`config.mk`:
```
export PLATFORM = sky130hd
export DESIGN_NAME = pid_compute_core_flat
export DESIGN_NICKNAME = d
export VERILOG_FILES = /design/src/rtl/pid_compute_core_pkg.sv /design/src/rtl/pid_compute_core_if.sv /design/src/rtl/pid_compute_core_sat_clamp.sv /design/src/rtl/pid_compute_core.sv /design/src/flat_wrapper.sv
export SDC_FILE = /design/constraint.sdc
export NUM_CORES = 1
export LEC_CHECK = 0
export BUFFER_PORTS_ARGS = -buffer_cell sky130_fd_sc_hd__buf_4
export CAP_MARGIN = 0
export CORE_UTILIZATION = 61
export DETAILED_ROUTE_END_ITERATION = 16
export HOLD_SLACK_MARGIN = 0.1
export PLACE_DENSITY = 0.89
export SYNTH_ARGS = -nofsm -noshare
export SYNTH_HDL_FRONTEND = slang
export SYNTH_HIERARCHICAL = 1
export SYNTH_SLANG_ARGS = --single-unit
export TNS_END_PERCENT = 5
```
`constraint.sdc`:
```
create_clock -name clk -period 6.62 [get_ports clk]
set_input_delay 0.993 -clock clk [delete_from_list [all_inputs] [get_ports clk]]
set_output_delay 0.993 -clock clk [all_outputs]
set_load 0.05 [all_outputs]
```
`src/rtl/pid_compute_core_pkg.sv`:
```
// Shared types and widths for the PID compute core.
// Imported by the interface, the saturator and the top.
package pid_compute_core_pkg;

    typedef enum logic [2:0] {
        IDLE,
        ERR,
        MUL_P,
        MUL_I,
        MUL_D,
        OUT
    } state_t;

    localparam int GAIN_W  = 6;
    localparam int IN_W    = 8;
    localparam int ERR_W   = 9;
    localparam int DER_W   = 10;
    localparam int INT_W   = 11;
    localparam int ACC_W   = 20;
    localparam int OUT_W   = 8;
    localparam int OUT_MAX = 255;
    localparam int PROD_W  = GAIN_W + 1 + INT_W;

endpackage

```
`src/rtl/pid_compute_core_if.sv`:
```
// Sample request / result bundle between controller and PID core.
// master drives requests, slave is the compute core.
interface pid_compute_core_if;
    import pid_compute_core_pkg::*;

    logic              sample_req;
    logic [IN_W-1:0]   setpoint;
    logic [IN_W-1:0]   measurement;
    logic [GAIN_W-1:0] K_p;
    logic [GAIN_W-1:0] K_i;
    logic [GAIN_W-1:0] K_d;
    logic [OUT_W-1:0]  pid_out;
    logic              out_valid;
    logic              busy;
    logic              overrun;

    modport master (
        output sample_req, setpoint, measurement, K_p, K_i, K_d,
        input  pid_out, out_valid, busy, overrun
    );

    modport slave (
        input  sample_req, setpoint, measurement, K_p, K_i, K_d,
        output pid_out, out_valid, busy, overrun
    );

endinterface

```
`src/rtl/pid_compute_core_sat_clamp.sv`:
```
// Combinational signed saturator: clamps din into [LO, HI]
// and truncates to OUT_W bits (used for integrator and output).
module pid_sat_clamp #(
    parameter int IN_W  = 12,
    parameter int OUT_W = 11,
    parameter int LO    = -511,
    parameter int HI    = 511
) (
    input  logic signed [IN_W-1:0] din,
    output logic [OUT_W-1:0]       dout
);

    localparam logic signed [IN_W-1:0] LO_I = IN_W'(LO);
    localparam logic signed [IN_W-1:0] HI_I = IN_W'(HI);
    localparam logic [OUT_W-1:0]       LO_O = OUT_W'(LO);
    localparam logic [OUT_W-1:0]       HI_O = OUT_W'(HI);

    always_comb begin
        dout = din[OUT_W-1:0];
        if (din < LO_I) begin
            dout = LO_O;
        end else if (din > HI_I) begin
            dout = HI_O;
        end
    end

endmodule

```
`src/rtl/pid_compute_core.sv`:
```
// Discrete PID update with one shared multiplier, 5-cycle latency.
// Gains and inputs are snapshotted when a request is accepted.
module pid_compute_core
    import pid_compute_core_pkg::*;
#(
    parameter int FRAC_BITS = 2,
    parameter int INT_LIM   = 511
) (
    input  logic clk,
    input  logic rst_n,
    input  logic ena,
    pid_compute_core_if.slave bus
);

    state_t state_q, state_d;

    logic [IN_W-1:0]          sp_q, meas_q;
    logic [GAIN_W-1:0]        kp_q, ki_q, kd_q;
    logic signed [ERR_W-1:0]  e_q, prev_q;
    logic signed [DER_W-1:0]  d_q;
    logic signed [INT_W-1:0]  integ_q;
    logic signed [ACC_W-1:0]  acc_q;
    logic [OUT_W-1:0]         pid_q;
    logic                     overrun_q;

    logic signed [ERR_W-1:0]  e_cur;
    logic signed [DER_W-1:0]  d_cur;
    logic signed [INT_W:0]    integ_sum;
    logic [INT_W-1:0]         integ_clamp;
    logic [GAIN_W-1:0]        gain;
    logic signed [GAIN_W:0]   gain_s;
    logic signed [INT_W-1:0]  opnd;
    logic signed [PROD_W-1:0] prod;
    logic signed [ACC_W-1:0]  acc_nxt;
    logic signed [ACC_W-1:0]  acc_sh;
    logic [OUT_W-1:0]         sat_out;

    always_ff @(posedge clk) begin
        if (!rst_n) begin
            state_q <= IDLE;
        end else if (ena) begin
            state_q <= state_d;
        end
    end

    always_comb begin
        state_d = state_q;
        unique case (state_q)
            IDLE:    if (bus.sample_req) state_d = ERR;
            ERR:     state_d = MUL_P;
            MUL_P:   state_d = MUL_I;
            MUL_I:   state_d = MUL_D;
            MUL_D:   state_d = OUT;
            OUT:     state_d = IDLE;
            default: state_d = IDLE;
        endcase
    end

    assign e_cur = $signed({1'b0, sp_q}) - $signed({1'b0, meas_q});
    assign d_cur = DER_W'(e_cur) - DER_W'(prev_q);
    assign integ_sum = (INT_W+1)'(integ_q) + (INT_W+1)'(e_cur);

    pid_sat_clamp #(
        .IN_W(INT_W + 1), .OUT_W(INT_W),
        .LO(-INT_LIM), .HI(INT_LIM)
    ) u_int_clamp (
        .din(integ_sum), .dout(integ_clamp)
    );

    // One multiplier, operand pair chosen by the current phase
    always_comb begin
        gain = '0;
        opnd = '0;
        unique case (state_q)
            MUL_P: begin gain = kp_q; opnd = INT_W'(e_q); end
            MUL_I: begin gain = ki_q; opnd = integ_q; end
            MUL_D: begin gain = kd_q; opnd = INT_W'(d_q); end
            default: ;
        endcase
    end

    assign gain_s  = $signed({1'b0, gain});
    assign prod    = gain_s * opnd;
    assign acc_nxt = acc_q + ACC_W'(prod);
    assign acc_sh  = acc_nxt >>> FRAC_BITS;

    pid_sat_clamp #(
        .IN_W(ACC_W), .OUT_W(OUT_W),
        .LO(0), .HI(OUT_MAX)
    ) u_out_clamp (
        .din(acc_sh), .dout(sat_out)
    );

    always_ff @(posedge clk) begin
        if (!rst_n) begin
            sp_q      <= '0;
            meas_q    <= '0;
            kp_q      <= '0;
            ki_q      <= '0;
            kd_q      <= '0;
            e_q       <= '0;
            prev_q    <= '0;
            d_q       <= '0;
            integ_q   <= '0;
            acc_q     <= '0;
            pid_q     <= '0;
            overrun_q <= 1'b0;
        end else if (ena) begin
            overrun_q <= bus.sample_req && (state_q != IDLE);
            unique case (state_q)
                IDLE: if (bus.sample_req) begin
                    sp_q   <= bus.setpoint;
                    meas_q <= bus.measurement;
                    kp_q   <= bus.K_p;
                    ki_q   <= bus.K_i;
                    kd_q   <= bus.K_d;
                end
                ERR: begin
                    e_q     <= e_cur;
                    d_q     <= d_cur;
                    prev_q  <= e_cur;
                    integ_q <= $signed(integ_clamp);
                    acc_q   <= '0;
                end
                MUL_P, MUL_I: acc_q <= acc_nxt;
                // Register the result here so it is stable during OUT
                MUL_D: begin
                    acc_q <= acc_nxt;
                    pid_q <= sat_out;
                end
                default: ;
            endcase
        end else begin
            overrun_q <= 1'b0;
        end
    end

    assign bus.pid_out   = pid_q;
    assign bus.out_valid = ena && (state_q == OUT);
    assign bus.busy      = (state_q != IDLE);
    assign bus.overrun   = ena && overrun_q;

endmodule

```
`src/flat_wrapper.sv`:
```
// flat-port wrapper written by rule: the top's interface ports become plain ports
module pid_compute_core_flat import pid_compute_core_pkg::*;
#(
    parameter int FRAC_BITS = 2,
    parameter int INT_LIM   = 511
)
  (clk, rst_n, ena, bus_sample_req, bus_setpoint, bus_measurement, bus_K_p, bus_K_i, bus_K_d, bus_pid_out, bus_out_valid, bus_busy, bus_overrun);
  pid_compute_core_if bus_i ();
  input  logic clk;
  input  logic rst_n;
  input  logic ena;
  input wire logic [$bits(bus_i.sample_req)-1:0] bus_sample_req;
  input wire logic [$bits(bus_i.setpoint)-1:0] bus_setpoint;
  input wire logic [$bits(bus_i.measurement)-1:0] bus_measurement;
  input wire logic [$bits(bus_i.K_p)-1:0] bus_K_p;
  input wire logic [$bits(bus_i.K_i)-1:0] bus_K_i;
  input wire logic [$bits(bus_i.K_d)-1:0] bus_K_d;
  output wire logic [$bits(bus_i.pid_out)-1:0] bus_pid_out;
  output wire logic [$bits(bus_i.out_valid)-1:0] bus_out_valid;
  output wire logic [$bits(bus_i.busy)-1:0] bus_busy;
  output wire logic [$bits(bus_i.overrun)-1:0] bus_overrun;
  assign bus_i.sample_req = bus_sample_req;
  assign bus_i.setpoint = bus_setpoint;
  assign bus_i.measurement = bus_measurement;
  assign bus_i.K_p = bus_K_p;
  assign bus_i.K_i = bus_K_i;
  assign bus_i.K_d = bus_K_d;
  assign bus_pid_out = bus_i.pid_out;
  assign bus_out_valid = bus_i.out_valid;
  assign bus_busy = bus_i.busy;
  assign bus_overrun = bus_i.overrun;
  pid_compute_core #(.FRAC_BITS(FRAC_BITS), .INT_LIM(INT_LIM)) u_core (.clk(clk), .rst_n(rst_n), .ena(ena), .bus(bus_i));
endmodule
```
==> flow_metrics.py <==
metrics = {
    "run_status": {
        "status": "finished clean",
    },
    "layout": {
        "diodes": 0,
        "multi_input_area_um2": 6130,
        "area_delta_synth_final_pct": 11.0,
        "fillCellCount": 926,
        "fin_cells": 1299,
        "seq_area_um2": 1920,
        "drive_above_1_share_pct": 11.4,
        "finalInstanceArea_um2": 9730,
        "nets": 1296,
    },
    "timing": {
        "finalHoldViolCount": 0,
        "max_slew_margin_pct": 17.3,
        "final.min_clock_period_ns": 6.42,
        "tightest_slew_ns": 1.24,
        "fmax_mhz": 156,
        "finalClockSkew_ns": 0.0103,
        "fin_tns_setup_ns": 0,
        "finalCritPeriodShare_pct": 96.9,
        "setup_viol": 0,
        "slew_viol_final": 0,
        "setup_slack_ns": 0.203,
    },
    "floorplan": {
        "fp.dieH_um": 122,
        "die_w_um": 122,
        "coreArea_um2": 13900,
        "io_pins": 49,
        "placementRows": 43,
        "initial_utilization_pct": 62.9,
        "die_area_um2": 14900,
    },
    "cts": {
        "cts_htree_levels": 3,
        "worstSkewPairLatency_ns": 0.35,
        "clkTransAtPathRegs_ns": 0.07,
        "cts_buffers": 9,
        "cts.sinks": 96,
        "clock-root-buffer": "clkbuf_16",
        "postCtsHoldBufs": 0,
        "tritoncts": "done",
        "clockBufferDepth": 2,
    },
    "synthesis": {
        "ys.flop_type": "dfxtp_1",
        "synth_async_sr_flop_share_pct": 0,
        "postSynthAreaPerCell_um2": 8.14,
        "syn-num-nets": 1258,
        "synth_area_leaders": "dfxtp_1, fa_1, ha_1",
        "synth_top_area_share_pct": 21.9,
        "yosysSeqAreaShare_pct": 21.9,
        "synth_top_cell_by_area": "dfxtp_1",
        "synth_edf_count": 0,
        "netlist_instances": 1077,
        "synthDistinctLibCells": 65,
        "synth_seq_cells": 96,
        "synthesis.area_um2": 8760,
        "yosysWarnings": 6,
    },
    "critical_path": {
        "critPathLaunchType": "flip-flop",
        "cpMostUsedCell": "fa_1",
        "r2r_end": "u_core/bus.pid_out[5]",
        "worstPathArrival_ns": 6.65,
        "r2r-start": "u_core/state_q[1]",
        "path_buf_inv": 6,
        "slowest_delay_ns": 0.54,
        "path_depth": 25,
        "startpoint": "u_core/state_q[1]",
        "worst-endpoint-required_ns": 6.85,
        "crit_end": "u_core/bus.pid_out[5]",
        "critPathMaxFanout": 11,
        "cp-end-kind": "flip-flop",
        "critical_path.top_delay_family": "adder cells",
        "r2r_slack_ns": 0.20,
        "cpMaxStageDelayCell": "fa_1",
        "reg2regPathDepth": 25,
        "crit_type": "flip-flop to flip-flop",
    },
    "pwr": {
        "powerDensity_nw_per_um2": 185,
        "finalPower_uw": 1800,
        "leakage_uw": 0.00439,
        "peakVddDrop_v": 0.000132,
    },
    "place": {
        "dp_hpwl_mm": 15.5,
        "post-place-ws_ns": 0.205,
        "io_buffers": 48,
        "placed_cell_area_um2": 9320,
        "place.gp.congestion": 0.911,
        "post-place-cells": 1282,
    },
    "grt": {
        "grt_overflow": 0,
        "globalRouteTotalUtil_pct": 30.1,
        "grt_pass1_vias": 7553,
        "antenna_found_initial": 0,
        "grt_max_degree": 95,
        "grt_pass1_wl_mm": 35.3,
    },
    "route": {
        "drtIter0Drc": 741,
        "routed_via_density": 5.88,
        "remaining_drc_errors": 0,
        "dr.pass1.iters": 5,
        "wl_per_cell_um": 16.2,
        "vias": 7641,
        "routed_wl_mm": 21.0,
        "ant_nets": 0,
    },
    "min_path": {
        "worstHoldStart": "u_core/meas_q[1]",
        "min_path_cells": 2,
        "hold_class": "flip-flop to flip-flop",
    },
    "run": {
        "cap_violations": 0,
    },
}
-- state kept, by name, indices dropped and copies added (netlist names) --
signal,count
u_core/kp_q,6
u_core/sp_q,8
u_core/acc_q,20
u_core/state_q,3
u_core/meas_q,8
u_core/prev_q,9
u_core/bus.pid_out,8
u_core/integ_q,11
u_core/d_q,10
u_core/overrun_q,1
u_core/kd_q,6
u_core/ki_q,6
-- synth_stat cells (11+ instances only) --
master	count
nor2_1	81
xnor2_1	24
and2_1	12
ha_1	71
xor2_1	11
dfxtp_1	96
buf_2	15
mux2i_1	15
a21o_1	15
nand3_1	12
o21a_1	14
fa_1	72
nand2_1	175
clkbuf_1	25
a21oi_1	35
o21ai_0	33
inv_1	157
a21boi_0	67
nor2b_1	13
-- layer usage --
| layer | routed length [um] | vias up | part of all wire (%) | track usage, % |
|---|---|---|---|---|
| met5 | 0 | - | 0 | 0 |
| met4 | 485 | 0 | 2.3 | 10.2 |
| met3 | 1680 | 50 | 8.0 | 5.62 |
| met2 | 9880 | 362 | 47 | 49.4 |
| met1 | 8940 | 3621 | 43 | 39.8 |
| li1 | - | 3608 | - | - |
-- cell type report --
type	instances	area share, %
well taps	180	2.31
multi-input cells	781	63.0
flip-flops and latches	96	19.8
inverters	157	6.06
repair buffers	70	5.40
clock buffers	9	2.31
clock inverters	6	1.18
-- power by group --
part | internal, uW | switching [uW] | total (uW)
Combinational | 232 | 334 | 566
Clock | 371 | 237 | 608
Sequential | 604 | 18.4 | 623
-- timing repair --
item | 4_1_cts | 5_1_grt
resized for setup | 0 | 18
setup endpoints to repair | 0 | 9
setup buffers | 0 | 2
-- cells in the final DEF, fill, tap and decap left out, drive strengths merged, types with 4 or more instances in the layout --
cell type,netlist,final
a41oi,9,9
or3,10,10
nand2,176,176
dfxtp,96,96
nor3,8,8
fa,72,72
o211a,4,4
and2,12,12
a21boi,67,67
nor2b,13,13
ha,71,71
nand2b,5,5
o21a,14,14
o21ai,36,36
buf,18,70
a31o,5,5
a21o,15,15
inv,157,159
nor2,82,82
a22oi,8,8
o22ai,8,8
clkbuf,25,9
nor3b,4,4
nand3,13,13
a22o,8,8
xor2,11,11
or2,7,7
mux2i,15,15
o21bai,5,5
a21oi,37,37
xnor2,24,24
a211oi,5,5
and3,7,7
-- metrics by stage --
stage               util (%)  hold WS, ns
floorplan                  -        0.442
global placement        66.9        0.451
detailed placement      66.9        0.460
CTS                     69.3        0.470
global route            69.8        0.490
finish                  69.8        0.468
-- logic make-up (layout without fill, tap and decap cells) --
logic type / Yosys count / count (layout) / share of synthesized area (%)
xor+xnor: 35 / 35 / 3.50
flops: 96 / 96 / 21.9
mux: 16 / 16 / 1.84
simple gates: 346 / 346 / 17.8
fa+ha+maj: 143 / 143 / 26.6
buf+inv: 200 / 242 / 8.87
compound gates: 241 / 241 / 19.5
-- worst register-to-register path, delay by kind of cell (launching register included) --
family / cells / cell delay, ns
AO/OA/AOI/OAI: 7 / 1.10
buffers and inverters: 6 / 0.78
adder cells (fa/ha/maj): 5 / 2.39
flip-flops: 1 / 0.32
AND/OR/NAND/NOR: 7 / 1.71
-- how the worst min path moves through the flow --
stage	endpoint
floorplan	u_core/acc_q[12]
global placement	u_core/ki_q[5]
detailed placement	u_core/meas_q[6]
CTS	u_core/meas_q[6]
global route	u_core/kp_q[3]
finish	u_core/meas_q[1]
Power figures use the tool's default switching activity.
